===== src/rtl/div_frontend.sv =====
// div_frontend: sequences RV32M divide/remainder requests onto a multi-cycle radix-2 divider.
// Ports:
//   clk, resetn           clock, asynchronous active-low reset
//   valid, op, rs1, rs2   request (op is DIV/DIVU/REM/REMU), sampled in IDLE
//   flush                 abandon the current request and clear the cache
//   ready, result         one-cycle completion pulse and the selected quotient/remainder
//   div_zero              divisor was zero (meaningful while ready is high)
//   div_valid, div_op,    launch pulse and operands towards the divider
//   div_a, div_b
//   div_ready, div_result divider completion pulse and result (combinational on div_op)
`ifndef DIV_OP_WIDTH
`define DIV_OP_WIDTH 2
`define DIV_OP_DIV  2'b00
`define DIV_OP_DIVU 2'b01
`define DIV_OP_REM  2'b10
`define DIV_OP_REMU 2'b11
`endif

module div_frontend #(
  parameter bit CACHE_EN = 1'b1
) (
  input  logic                     clk,
  input  logic                     resetn,
  input  logic                     valid,
  input  logic [`DIV_OP_WIDTH-1:0] op,
  input  logic [31:0]              rs1,
  input  logic [31:0]              rs2,
  input  logic                     flush,
  output logic                     ready,
  output logic [31:0]              result,
  output logic                     div_zero,
  output logic                     div_valid,
  output logic [`DIV_OP_WIDTH-1:0] div_op,
  output logic [31:0]              div_a,
  output logic [31:0]              div_b,
  input  logic                     div_ready,
  input  logic [31:0]              div_result
);
  localparam logic [2:0] S_IDLE   = 3'd0;
  localparam logic [2:0] S_LAUNCH = 3'd1;
  localparam logic [2:0] S_WAIT   = 3'd2;
  localparam logic [2:0] S_CAPR   = 3'd3;
  localparam logic [2:0] S_DONE   = 3'd4;
  localparam logic [2:0] S_DRAIN  = 3'd5;
  logic [2:0]               state;
  logic [`DIV_OP_WIDTH-1:0] op_q;
  logic [31:0]              q, c_a, c_b, c_q, c_r;
  logic                     c_sgn, cache_valid;
  logic                     sgn_in, is_q_in, hit, zero, ovf;
  // op[0] selects unsigned, op[1] selects remainder
  assign sgn_in  = ~op[0];
  assign is_q_in = ~op[1];
  assign hit     = CACHE_EN && cache_valid && rs1 == c_a && rs2 == c_b && sgn_in == c_sgn;
  assign zero    = rs2 == 32'd0;
  assign ovf     = sgn_in && rs1 == 32'h8000_0000 && rs2 == 32'hFFFF_FFFF;
  assign ready   = state == S_DONE && !flush;
  always_ff @(posedge clk or negedge resetn) begin
    if (!resetn) begin
      state       <= S_IDLE;
      result      <= '0;
      div_zero    <= 1'b0;
      div_valid   <= 1'b0;
      div_op      <= `DIV_OP_DIV;
      div_a       <= '0;
      div_b       <= '0;
      op_q        <= `DIV_OP_DIV;
      q           <= '0;
      cache_valid <= 1'b0;
      c_a         <= '0;
      c_b         <= '0;
      c_q         <= '0;
      c_r         <= '0;
      c_sgn       <= 1'b0;
    end else if (flush) begin
      cache_valid <= 1'b0;
      div_valid   <= 1'b0;
      // a launched divide cannot be aborted: wait out its div_ready unless it is arriving now
      state <= (state == S_LAUNCH || ((state == S_WAIT || state == S_DRAIN) && !div_ready))
               ? S_DRAIN : S_IDLE;
    end else begin
      case (state)
        S_IDLE: if (valid) begin
          op_q     <= op;
          div_zero <= !hit && zero;
          state    <= (hit || zero || ovf) ? S_DONE : S_LAUNCH;
          if (hit) result <= is_q_in ? c_q : c_r;
          else if (zero) result <= is_q_in ? 32'hFFFF_FFFF : rs1;
          else if (ovf) result <= is_q_in ? 32'h8000_0000 : 32'd0;
          else begin
            div_a     <= rs1;
            div_b     <= rs2;
            div_op    <= {1'b0, op[0]};
            div_valid <= 1'b1;
          end
        end
        S_LAUNCH: begin
          div_valid <= 1'b0;
          state     <= S_WAIT;
        end
        S_WAIT: if (div_ready) begin
          q      <= div_result;
          div_op <= {1'b1, op_q[0]};
          state  <= S_CAPR;
        end
        S_CAPR: begin
          c_a         <= div_a;
          c_b         <= div_b;
          c_sgn       <= ~op_q[0];
          c_q         <= q;
          c_r         <= div_result;
          cache_valid <= 1'b1;
          result      <= op_q[1] ? div_result : q;
          state       <= S_DONE;
        end
        S_DRAIN: if (div_ready) state <= S_IDLE;
        default: state <= S_IDLE;
      endcase
    end
  end
endmodule


===== config.mk =====
export PLATFORM = sky130hd
export DESIGN_NAME = div_frontend
export DESIGN_NICKNAME = d
export VERILOG_FILES = /design/src/rtl/div_frontend.sv
export SDC_FILE = /design/constraint.sdc
export NUM_CORES = 1
export LEC_CHECK = 0
export BUFFER_PORTS_ARGS = -buffer_cell sky130_fd_sc_hd__buf_2
export CAP_MARGIN = 20
export CORE_MARGIN = 2
export CORE_UTILIZATION = 45
export CTS_BUF_LIST = sky130_fd_sc_hd__clkbuf_4
export DETAILED_ROUTE_END_ITERATION = 8
export GPL_TIMING_DRIVEN = 0
export PLACE_DENSITY = 0.66
export SLEW_MARGIN = 30
export SYNTH_ARGS = -nofsm -noshare
export SYNTH_HDL_FRONTEND = slang
export SYNTH_SLANG_ARGS = --single-unit
export TNS_END_PERCENT = 5

===== constraint.sdc =====
create_clock -name clk -period 3.2 [get_ports clk]
set_clock_uncertainty 0.15 [all_clocks]
set_input_delay 0.32 -clock clk [delete_from_list [all_inputs] [get_ports clk]]
set_output_delay 0.32 -clock clk [all_outputs]
set_load 0.02 [all_outputs]

### Yosys cells after proc, flatten, opt, wreduce, memory -nomap -nowiden

Index checks and enable logic that the tools add are counted.

* register bits after elaboration: 267
* output and inout bits: 101

* equality and inequality tests: 22
* muxes and demuxes: 30
* bitwise logic cells: 6
* reduce and logical (&&, ||, !) cells: 29

Operators with widths (number)
* 2-to-1 mux 32 bit: 8
* == test 32 bit: 2
* == test 32 bit (second input constant): 2
* case mux 32 bit (2 select lines): 1
* zero test 32 bit: 1
* 2-to-1 mux 3 bit: 6
* != test 3 bit (second input constant): 6
* case mux 3 bit (5 select lines): 1
* 2-to-1 mux 2 bit: 5
* != test 2 bit (second input constant): 5
* AND reduction 3 bit: 3
* logical AND 1 bit: 8
* 2-to-1 mux 1 bit: 7
* AND reduction 7 bit: 1
* == test 3 x 2 -> 1 bit (second input constant): 2
* == test 3 bit (second input constant): 2
* inverter 1 bit: 6
* AND reduction 6 bit: 1
* nonzero test 2 bit: 3
* AND reduction 5 bit: 1
* logical OR 1 bit: 4
* != test 4 bit (second input constant): 1
* case mux 2 bit (2 select lines): 1
* AND reduction 4 bit: 1
* other kinds (7): 9

### Logic depth before layout (Yosys ltp)

* depth in word-level cells: 10
* gate-level depth with buffers: 8
* mapped depth without buffers: 7

### Worst setup path before layout

OpenSTA, ideal clock, no wires.

* kind: reg-to-reg
* from: register c_b[22]
* to: register div_a[0]
* arrival time: 2293 ps
* data required time: 2922 ps
* path slack: 629 ps
* stages on the path, launching flop included: 9
* buffers on the path: 1
* clock period less this slack: 2571 ps
* cell sequence: dfrtp_1 -> xor2_1 -> or4b_1 -> and4bb_1 -> nand4_2 -> o21ai_4 -> nor2_2 -> buf_2 -> mux2_1

* word-level cells in the longest chain between the ends: 5

Ends and longest elaborated chain
* start: declaration: line 47 `logic [31:0] q, c_a, c_b, c_q, c_r;`
* start signal: assignment: line 107 `c_b <= div_b;`
* == test 32 bit: line 53 `assign hit = CACHE_EN && cache_valid && rs1 == c_a && rs2 == c_b && sgn_in == c_sgn;`
* logical AND 1 bit (2 in series): line 53
* inverter 1 bit (no source line)
* AND reduction 6 bit (no source line)
* end signal: assignment: line 90 `div_a <= rs1;`
* end: declaration: line 34 `output logic [31:0] div_a,`

No other way between the ends.
A chain may end at the register's enable or synchronous reset.

### Worst setup path after layout

* from: input port rs1[21]
* to: register result[13]

* word-level cells in the longest chain between the ends: 7
* elaborated cells between the ends (all ways): 12
* classes of those cells: 3 x eq/ne; 3 x mux; 6 x reduce/logical

Ends and longest elaborated chain
* start: declaration: line 26 `input logic [31:0] rs1,`
* == test 32 bit: line 53
* logical AND 1 bit (3 in series): line 53
* 2-to-1 mux 32 bit: line 86 `if (hit) result <= is_q_in ? c_q : c_r;`
* 2-to-1 mux 32 bit: line 82 `S_IDLE: if (valid) begin`
* case mux 32 bit (2 select lines): line 81 `case (state)`
* end signal: assignment: line 86
* end signal: assignment: line 87 `else if (zero) result <= is_q_in ? 32'hFFFF_FFFF : rs1;`
* end signal: assignment: line 88 `else if (ovf) result <= is_q_in ? 32'h8000_0000 : 32'd0;`
* end: declaration: line 30 `output logic [31:0] result,`

Parallel ways exist; a longest one is shown, timed or not. The select of a mux whose other input is x is not followed.

==> impl_metrics.toml <==
[outcome]
outcome = "complete, no violations"

[synth]
syn-cell-area_um2 = 12700
synth-edff-count = 0
synthCells = 1043
synthesis.nets = 1146
synthFlopType = "dfrtp_1"
synth.avg_cell_area_um2 = 12.18
synth_seq_cells = 267
synthDistinctLibCells = 50
yosysSeqAreaShare = 0.5261
async_reset_ff_frac = 1.000
synth_warnings = 0

[cts]
cts_tree = "done"
clk_pin_slew_ps = 70
cts.sink_count = 267
clockBufferDepth = 3
clockRootBuffer = "clkbuf_4"
cts_buffers = 73
clk_latency_ps = 690
cts_max_level = 3

[worst_setup_path]
reg2reg_setup_slack_ps = 80
startpoint_type = "primary input"
required_ps = 3590
cpPeakStageDelay_ps = 580
arrival_ps = 3520
worst-path-max-fanout = 10
critPathSlowestCell = "nor4_1"
reg2reg_depth = 5
r2r-end = "c_q[18]$_DFFE_PN0P_"
critPathKind = "primary input to flop"
rr_startpoint = "state[2]$_DFFE_PN0P_"
path_cells = "dlygate4sd3_1 -> buf_2 -> nor4_1 -> nand4_1 -> nor4_1 -> a31oi_1 -> o21ai_4 -> buf_4 -> a21o_1 -> buf_2 -> a31oi_1"
cp-end-kind = "flop"

[sta]
slew_headroom = 0.4446
rsz0062_at_grt = "yes"
hold_violations = 0
final.period_utilization = 0.9789
setup_ws_ps = 67.42
min_period_ps = 3133
setup_viol = 0
finalMaxSlewViolations = 0
worst_pin_slew_ps = 833.1
fmax_ghz = 0.3192

[power]
p_sw_frac = 0.3775
vdd_drop_max_v = 0.0005352
p_sw_uw = 5566
p_int_uw = 9181
finalPower_uw = 14750
combPwrFrac = 0.371
pwr-share-clk = 0.209
leakagePower_uw = 0.007295
pwr-share-seq = 0.420
power.density_nw_per_um2 = 907.3

[routing]
viasPerCell = 5.613
dr.pass1.iters = 6
drtIter0Drc = 812
antenna_left = 0
via_count = 10401
routed_wirelength_um = 39970
route.detailed.drc = 0
wl_per_cell_um = 21.57

[global_routing]
grt_pass1_vias = 10499
grt_pass1_wl_um = 60370
grt_usage = 0.2726
antenna_found_initial = 1
grt_max_degree = 85
grt_overflow = 0

[hold_path]
min_to = "result[15]$_DFFE_PN0P_"
hold_depth = 4
hp-start = "op[1]"
min_path_type = "primary input to flop"

[place]
port_buffers = 202
dp_hpwl_um = 28730
gp_congestion = 0.9304
dp_slack_ps = -304.8

[die]
core_um2 = 27780
rows = 61
die_w_um = 172
initial_core_util = 0.4572
die_area_um2 = 29580
die_h_um = 172
boundaryPins = 204

[flow_run]
drv_cap = 0

[cells_and_area]
drive_gt1_frac = 0.3605
final_nets = 1531
syn2layout_area_growth_pct = 27.98
==> through the flow <==
stage / cell area, µm² / std cells / TNS [ps] / utilization / hold slack (ps)
CTS: 16240 / 1850 / 0 / 0.5844 / 216.1
floorplan: 12700 / 1043 / 0 / - / -125.6
finish: 16250 / 1853 / 0 / 0.5851 / 261.2
detailed placement: 14280 / 1626 / -15840 / 0.5139 / 101.4
global route: 16250 / 1853 / -787.4 / 0.5851 / 276.2
global placement: 14180 / 1623 / -891670 / 0.5106 / 327.3
==> cell usage in the layout (no fill, tap or decap), types with 3 or more instances in the layout <==
| cell | Yosys | layout |
|---|---|---|
| clkbuf_1 | 49 | 47 |
| clkinv_1 | 0 | 11 |
| nor4_1 | 33 | 32 |
| buf_16 | 0 | 3 |
| a21oi_1 | 38 | 38 |
| nand2_1 | 22 | 22 |
| nand3b_1 | 3 | 3 |
| or3_1 | 6 | 6 |
| o21ai_0 | 41 | 41 |
| xor2_1 | 37 | 37 |
| mux2_1 | 60 | 60 |
| inv_1 | 15 | 15 |
| nor2_1 | 47 | 47 |
| xnor2_1 | 11 | 11 |
| buf_2 | 12 | 213 |
| mux2i_1 | 32 | 32 |
| a31oi_1 | 33 | 33 |
| dlygate4sd3_1 | 0 | 103 |
| o2111ai_1 | 8 | 8 |
| dfrtp_1 | 267 | 267 |
| nand4_1 | 24 | 24 |
| nand3_1 | 6 | 6 |
| clkbuf_4 | 0 | 104 |
| nor3_1 | 7 | 6 |
| a211oi_1 | 32 | 32 |
| nand2b_1 | 35 | 35 |
| mux2_2 | 191 | 191 |
==> power by group through the flow <==
stage | combinational, µW | sequential, µW | clock (µW)
after floorplan | 2920 | 6620 | 0
after global placement | 5200 | 6150 | 0
after detailed placement | 5320 | 6210 | 0
after global routing | 5900 | 6390 | 3320
final | 5480 | 6190 | 3080
after CTS | 5460 | 6160 | 3140
==> registers in the layout, indices dropped and copies added (netlist names), 3 cells and up <==
name    cells
c_q        32
state       3
c_a        32
c_r        32
q          32
c_b        32
div_b      32
div_a      32
result     32
==> worst max path at each step <==
stage	startpoint	to	slack, ps	cells after the start
after floorplan	c_b[22]$_DFFE_PN0P_	div_a[0]$_DFFE_PN0P_	630	8
after global placement	resetn	div_b[17]$_DFFE_PN0P_	-3330	1
after detailed placement	flush	c_q[24]$_DFFE_PN0P_	-300	6
after CTS	c_b[22]$_DFFE_PN0P_	div_a[26]$_DFFE_PN0P_	20	8
after global routing	state[2]$_DFFE_PN0P_	c_q[21]$_DFFE_PN0P_	-70	5
final	rs1[21]	result[13]$_DFFE_PN0P_	70	11
==> layout make-up <==
| cell class | count | area, µm² |
|---|---|---|
| plain buffers | 63 | 254.0 |
| well taps | 378 | 473.0 |
| multi-input cells | 698 | 5723 |
| flip-flops and latches | 267 | 6681 |
| fillers | 2392 | 11530 |
| clock inverters | 16 | 118.9 |
| diodes | 2 | 5.005 |
| inverters | 15 | 56.30 |
| clock buffers | 104 | 780.7 |
| repair buffers | 310 | 2162 |
==> synthesized netlist by cell type, drive strengths merged (2+ instances only) <==
library cell    n  area share
a211oi         32       0.019
a21o            2      0.0012
a21oi          38       0.015
a221oi          2      0.0014
a31oi          33       0.016
and3            2     0.00098
buf            14      0.0053
clkbuf         49       0.014
dfrtp         267        0.53
inv            15      0.0044
mux2          251        0.22
mux2i          32       0.025
nand2          22      0.0065
nand2b         35       0.017
nand3           6      0.0024
nand3b          3      0.0018
nand4          25       0.013
nor2           48       0.014
nor3            8      0.0035
nor4           33       0.016
nor4b           2      0.0014
o2111ai         8      0.0055
o21ai          42       0.017
or2             2     0.00098
or3             6      0.0030
or4             2      0.0012
xnor2          11      0.0076
xor2           37       0.026
==> cells by family after synthesis <==
logic type,count (synthesis),share of synthesized area
compound gates,167,0.08246
xor+xnor,48,0.03310
buf+inv,78,0.02423
flops,267,0.5261
mux,283,0.2478
simple gates,200,0.08640
==> worst max-delay path: cells and delay by family <==
family	cells	cell delay [ps]
compound gates	4	680
buf+inv	4	1150
simple gates	3	1360
==> routing by layer <==
layer | vias up | wire [µm] | track usage
met5 | - | 0 | 0
met4 | 0 | 959 | 0.09098
met3 | 75 | 2972 | 0.05653
met2 | 464 | 18220 | 0.4219
met1 | 5202 | 17830 | 0.3839
li1 | 4660 | - | -
==> timing repair <==
item | 4_1_cts | 5_1_grt
pin swaps | 0 | 1
hold buffers | 104 | 0
gates resized for setup | 3 | 1
endpoints found under the setup margin | 62 | 83
setup buffers | 0 | 1
hold endpoints to repair | 351 | 0
No activity file was read; power rests on OpenSTA's default activity.
